--- src/rtl/alu_rot_pkg.sv ---
// Shared mode encodings for the ALU shift/rotate pipeline.
package alu_rot_pkg;

  localparam int MODE_W = 3;

  localparam logic [MODE_W-1:0] MODE_ROL = 3'd0;
  localparam logic [MODE_W-1:0] MODE_ROR = 3'd1;
  localparam logic [MODE_W-1:0] MODE_SHL = 3'd2;
  localparam logic [MODE_W-1:0] MODE_SHR = 3'd3;
  localparam logic [MODE_W-1:0] MODE_SAR = 3'd4;

  function automatic logic mode_is_legal(input logic [MODE_W-1:0] mode);
    return mode <= MODE_SAR;
  endfunction

endpackage

--- src/rtl/rot_barrel_core.sv ---
// Combinational barrel shifter/rotator: one mux stage per amount bit,
// plus the carry (last bit moved across the word boundary) and illegal flag.
module rot_barrel_core
  import alu_rot_pkg::*;
#(
  parameter  int WIDTH = 8,
  localparam int AMT_W = $clog2(WIDTH)
) (
  input  logic [WIDTH-1:0]  data_i,
  input  logic [AMT_W-1:0]  amt_i,
  input  logic [MODE_W-1:0] mode_i,
  output logic [WIDTH-1:0]  res_o,
  output logic              carry_o,
  output logic              illegal_o
);

  localparam logic [WIDTH-1:0] ONES = {WIDTH{1'b1}};

  logic [WIDTH-1:0] res;
  logic [AMT_W-1:0] neg_amt;
  logic [AMT_W-1:0] dec_amt;
  logic             sign;

  always_comb begin
    res     = data_i;
    sign    = data_i[WIDTH-1];
    // WIDTH is a power of two, so -amt wraps to WIDTH-amt for amt in 1..WIDTH-1
    neg_amt = AMT_W'(0) - amt_i;
    dec_amt = amt_i - AMT_W'(1);
    for (int k = 0; k < AMT_W; k++) begin
      if (amt_i[k]) begin
        case (mode_i)
          MODE_ROL: res = (res << (1 << k)) | (res >> (WIDTH - (1 << k)));
          MODE_ROR: res = (res >> (1 << k)) | (res << (WIDTH - (1 << k)));
          MODE_SHL: res = res << (1 << k);
          MODE_SHR: res = res >> (1 << k);
          MODE_SAR: res = (res >> (1 << k)) | (~(ONES >> (1 << k)) & {WIDTH{sign}});
          default:  res = res;
        endcase
      end
    end
  end

  always_comb begin
    carry_o = 1'b0;
    if (amt_i != '0) begin
      case (mode_i)
        MODE_ROL: carry_o = res[0];
        MODE_ROR: carry_o = res[WIDTH-1];
        MODE_SHL: carry_o = data_i[neg_amt];
        MODE_SHR: carry_o = data_i[dec_amt];
        MODE_SAR: carry_o = data_i[dec_amt];
        default:  carry_o = 1'b0;
      endcase
    end
  end

  assign res_o     = res;
  assign illegal_o = !mode_is_legal(mode_i);

endmodule

--- src/rtl/alu_rotator_pipe.sv ---
// Two-stage valid/ready pipeline around the barrel core: stage 1 captures the
// operation, stage 2 registers the result and flags.
module alu_rotator_pipe
  import alu_rot_pkg::*;
#(
  parameter  int WIDTH = 8,
  localparam int AMT_W = $clog2(WIDTH)
) (
  input  logic              clk,
  input  logic              rst,
  input  logic              in_valid,
  output logic              in_ready,
  input  logic [WIDTH-1:0]  in_data,
  input  logic [AMT_W-1:0]  in_amt,
  input  logic [MODE_W-1:0] in_mode,
  output logic              out_valid,
  input  logic              out_ready,
  output logic [WIDTH-1:0]  out_data,
  output logic              out_carry,
  output logic              out_zero,
  output logic              out_illegal
);

  logic              s1_valid_q, s1_valid_d;
  logic [WIDTH-1:0]  s1_data_q,  s1_data_d;
  logic [AMT_W-1:0]  s1_amt_q,   s1_amt_d;
  logic [MODE_W-1:0] s1_mode_q,  s1_mode_d;

  logic              out_valid_q,   out_valid_d;
  logic [WIDTH-1:0]  out_data_q,    out_data_d;
  logic              out_carry_q,   out_carry_d;
  logic              out_zero_q,    out_zero_d;
  logic              out_illegal_q, out_illegal_d;

  logic             s2_en;
  logic             accept;
  logic [WIDTH-1:0] core_res;
  logic             core_carry;
  logic             core_illegal;

  rot_barrel_core #(.WIDTH(WIDTH)) u_core (
    .data_i    (s1_data_q),
    .amt_i     (s1_amt_q),
    .mode_i    (s1_mode_q),
    .res_o     (core_res),
    .carry_o   (core_carry),
    .illegal_o (core_illegal)
  );

  // Stage 2 advances whenever it is empty or being drained; stage 1 follows.
  assign s2_en    = !out_valid_q || out_ready;
  assign in_ready = !s1_valid_q || s2_en;
  assign accept   = in_valid && in_ready;

  always_comb begin
    s1_valid_d = s1_valid_q;
    s1_data_d  = s1_data_q;
    s1_amt_d   = s1_amt_q;
    s1_mode_d  = s1_mode_q;
    if (accept) begin
      s1_valid_d = 1'b1;
      s1_data_d  = in_data;
      s1_amt_d   = in_amt;
      s1_mode_d  = in_mode;
    end else if (s2_en) begin
      s1_valid_d = 1'b0;
    end
  end

  always_comb begin
    out_valid_d   = out_valid_q;
    out_data_d    = out_data_q;
    out_carry_d   = out_carry_q;
    out_zero_d    = out_zero_q;
    out_illegal_d = out_illegal_q;
    if (s2_en) begin
      out_valid_d = s1_valid_q;
      if (s1_valid_q) begin
        out_data_d    = core_res;
        out_carry_d   = core_carry;
        out_zero_d    = (core_res == '0);
        out_illegal_d = core_illegal;
      end
    end
  end

  always_ff @(posedge clk) begin
    if (rst) begin
      s1_valid_q    <= 1'b0;
      s1_data_q     <= '0;
      s1_amt_q      <= '0;
      s1_mode_q     <= '0;
      out_valid_q   <= 1'b0;
      out_data_q    <= '0;
      out_carry_q   <= 1'b0;
      out_zero_q    <= 1'b0;
      out_illegal_q <= 1'b0;
    end else begin
      s1_valid_q    <= s1_valid_d;
      s1_data_q     <= s1_data_d;
      s1_amt_q      <= s1_amt_d;
      s1_mode_q     <= s1_mode_d;
      out_valid_q   <= out_valid_d;
      out_data_q    <= out_data_d;
      out_carry_q   <= out_carry_d;
      out_zero_q    <= out_zero_d;
      out_illegal_q <= out_illegal_d;
    end
  end

  assign out_valid   = out_valid_q;
  assign out_data    = out_data_q;
  assign out_carry   = out_carry_q;
  assign out_zero    = out_zero_q;
  assign out_illegal = out_illegal_q;

endmodule

--- config.mk ---
export PLATFORM = sky130hd
export DESIGN_NAME = alu_rotator_pipe
export DESIGN_NICKNAME = d
export VERILOG_FILES = /design/src/rtl/alu_rot_pkg.sv /design/src/rtl/rot_barrel_core.sv /design/src/rtl/alu_rotator_pipe.sv
export SDC_FILE = /design/constraint.sdc
export NUM_CORES = 1
export LEC_CHECK = 0
export CORE_ASPECT_RATIO = 0.9
export CORE_MARGIN = 8
export CORE_UTILIZATION = 50
export CTS_CLUSTER_DIAMETER = 120
export DETAILED_ROUTE_END_ITERATION = 10
export GPL_ROUTABILITY_DRIVEN = 0
export GPL_TIMING_DRIVEN = 0
export PLACE_DENSITY = 0.82
export SLEW_MARGIN = 20
export SYNTH_ARGS = -nofsm -noshare
export SYNTH_HDL_FRONTEND = slang
export SYNTH_SLANG_ARGS = --single-unit
--- constraint.sdc ---
create_clock -name clk -period 2.6 [get_ports clk]
set_clock_uncertainty 0.15 [all_clocks]
set_input_delay 0.52 -clock clk [delete_from_list [all_inputs] [get_ports clk]]
set_output_delay 0.52 -clock clk [all_outputs]
set_load 0.01 [all_outputs]
==> flow_summary.ini <==
[die]
start_util_pct = 50.7
pin_count = 31
dieWidth_um = 86.0
rows = 23
core_area_mm2 = 0.00435
dieArea_mm2 = 0.00679
die_y_um = 79.0

[logic_synthesis]
synth_most_common_cell = nand2_1
synthCells = 289
yosys_register_bits = 27
synth_fp_nets = 310
yosys-top-cells-count = nand2_1 (47), a21oi_1 (28), dfxtp_1 (27), nor2_1 (25)
synth-edff-count = 0
synth_area_mm2 = 0.00220
yosysTopAreaCell = dfxtp_1
syn_area_per_cell_um2 = 7.62
yosysWarnings = 0
ys_async_sr_fraction_pct = 0
synth-main-ff-cell = dfxtp_1
seq_area_frac_synth_pct = 24.5
synth_top_cell_area_share_pct = 24.5
synth.distinct_cells = 61
synthTopCellsByArea = dfxtp_1 (25%), nand2_1 (8.0%), a21oi_1 (6.4%)

[route]
drtIter0Drc = 364
via_per_inst = 6.19
detail_route.wl_per_cell_um = 16.4
totalWireLength_um = 6320
ant_nets = 0
firstDrtPassIters = 6
drc = 0
vias = 2384

[clock_network]
cts_htree_levels = 1
clock_latency_ns = 0.27
cts_tree = built
root_buffer = clkbuf_8
cts.sinks = 27
clk_pin_slew_ns = 0.09
clockBufferDepth = 2
cts_buffers = 3

[grt]
use_met1_pct = 23.7
grt_max_degree = 15
grt_pass1_vias = 2282
grt_util_met3_pct = 1.96
antenna_found_initial = 0
use_met2_pct = 31.7
busiest_layer = met2
grt_overflow = 0
grtUsageTotal_pct = 18.7
grt_pass1_wl_um = 10500

[sta]
timing.final.crit_period_ns = 2.48
hold_violations = 0
finalMaxSlewViolations = 0
final.period_utilization_pct = 95.3
fmax_ghz = 0.404
rsz0062_at_grt = no
tightestPinTransition_ns = 0.517
finalSetupViolCount = 0
maxSlewHeadroom_pct = 65.5

[pwr]
p_leak_nw = 0.913
pwr-share-comb_pct = 34.4
netSwitchingFraction_pct = 33.0
ir_worst_vdd_mv = 0.304
total_power_mw = 1.07
switchingPower_mw = 0.352
power_density_mw_per_mm2 = 403
sequentialPowerShare_pct = 43.2
p_int_mw = 0.715
clkPwrFrac_pct = 22.4

[run_status]
status = completed

[final_layout]
seqCellArea_um2 = 543
fin_util_pct = 60.9
final_layout_size_suffix_gt1_share_pct = 12.7
area_growth_pct = 20.2
antennaDiodeCount = 0
multi_input_area_mm2 = 0.00150
nFillCells = 361
final_nets = 345

[worst_setup_path]
reg2reg_to = out_carry
reg2reg_depth = 11
start_kind = input port
crit_path_end_kind = primary output
worstPathArrival_ns = 1.81
cp_max_fo = 5
crit_type = in -> out
r2r_start = s1_amt_q[0]
critPathRequiredTime_ns = 1.93
r2r_slack_ns = 0.14

[min_path]
worstHoldStart = out_data[4]
hp-class = reg -> reg
whs_endpoint = out_data[4]
min_path_cells = 2

[placement]
dp_hpwl_um = 4730
portBuffers = 29

[flow_run]
drv_cap = 0
==> worst max-delay path: stages <==
cell and delay [ns]:
clkdlybuf4s50_1 0.40, nor2b_1 0.25, nand2_1 0.14, clkdlybuf4s50_1 0.50
==> placed cells by master (no fill, tap or decap), drive strengths merged, types with 5 or more instances in the layout <==
master	netlist	final
nor2b	5	5
buf	17	19
nor2	25	25
clkbuf	10	13
nor3	10	10
mux2i	7	7
nand2b	8	8
nand2	47	47
o211ai	5	5
clkdlybuf4s50	0	29
o21ai	9	9
nor3b	7	7
a21oi	29	29
dfxtp	27	27
==> logic make-up (layout without fill, tap and decap cells) <==
logic type	count (synthesis)	after routing	share of synthesized area (%)
buf+inv	31	65	7.95
mux	14	14	8.81
flops	27	27	24.5
fa+ha+maj	3	3	1.70
compound gates	87	87	28.8
simple gates	127	127	28.2
==> layer usage <==
layer | share of wire [%] | up-vias
met5 | 0 | -
met4 | 2.0 | 0
met3 | 7.5 | 19
met2 | 49 | 153
met1 | 42 | 1088
li1 | - | 1124
==> registers in the layout, indices dropped and copies added, names as in the netlist <==
| register | flops |
|---|---|
| out_valid | 1 |
| out_carry | 1 |
| out_illegal | 1 |
| s1_valid_q | 1 |
| s1_data_q | 8 |
| out_data | 8 |
| s1_mode_q | 3 |
| s1_amt_q | 3 |
| out_zero | 1 |
==> power by group through the flow <==
stage	sequential (mW)	combinational, mW	clock (mW)
2_1_floorplan	0.465	0.248	0
3_3_place_gp	0.465	0.347	0
3_5_place_dp	0.466	0.353	0
4_1_cts	0.459	0.356	0.238
5_1_grt	0.464	0.397	0.252
6_report	0.461	0.367	0.239
==> how the worst max path moves through the flow <==
stage | startpoint | endpoint | slack [ns] | depth (start not counted)
2_1_floorplan | s1_amt_q[0] | out_carry | 0.14 | 11
3_3_place_gp | s1_amt_q[0] | out_carry | -0.11 | 11
3_5_place_dp | s1_amt_q[0] | out_carry | -0.14 | 11
4_1_cts | s1_amt_q[0] | out_carry | 0.009 | 11
5_1_grt | s1_data_q[3] | out_carry | 0.03 | 8
6_report | out_ready | in_ready | 0.12 | 4
==> through the flow <==
step | TNS (ns) | instance area, um^2 | hold WS, ns | cells | setup slack (ns)
after floorplan | 0 | 2200 | 0.331 | 289 | 0.141
after global placement | -0.110 | 2570 | 0.298 | 380 | -0.110
after detailed placement | -0.137 | 2570 | 0.303 | 380 | -0.137
after CTS | 0 | 2630 | 0.315 | 383 | 0.00897
after global routing | 0 | 2650 | 0.337 | 385 | 0.0277
final | 0 | 2650 | 0.317 | 385 | 0.123
==> timing repair <==
action | in CTS | in global routing
endpoints found under the setup margin | 1 | 1
buffers inserted | 0 | 2
gates resized for setup | 2 | 3
hold endpoints to repair | 0 | 0
hold buffers | 0 | 0
==> final cells by class <==
class,instances,area share [%]
Clock buffer,4,1.70
Buffer,26,6.14
Tap cell,62,2.93
Inverter,4,0.567
Sequential cell,27,20.5
Multi-Input combinational cell,231,56.6
Timing Repair Buffer,31,11.5
No activity file was read; power rests on OpenSTA's default activity.
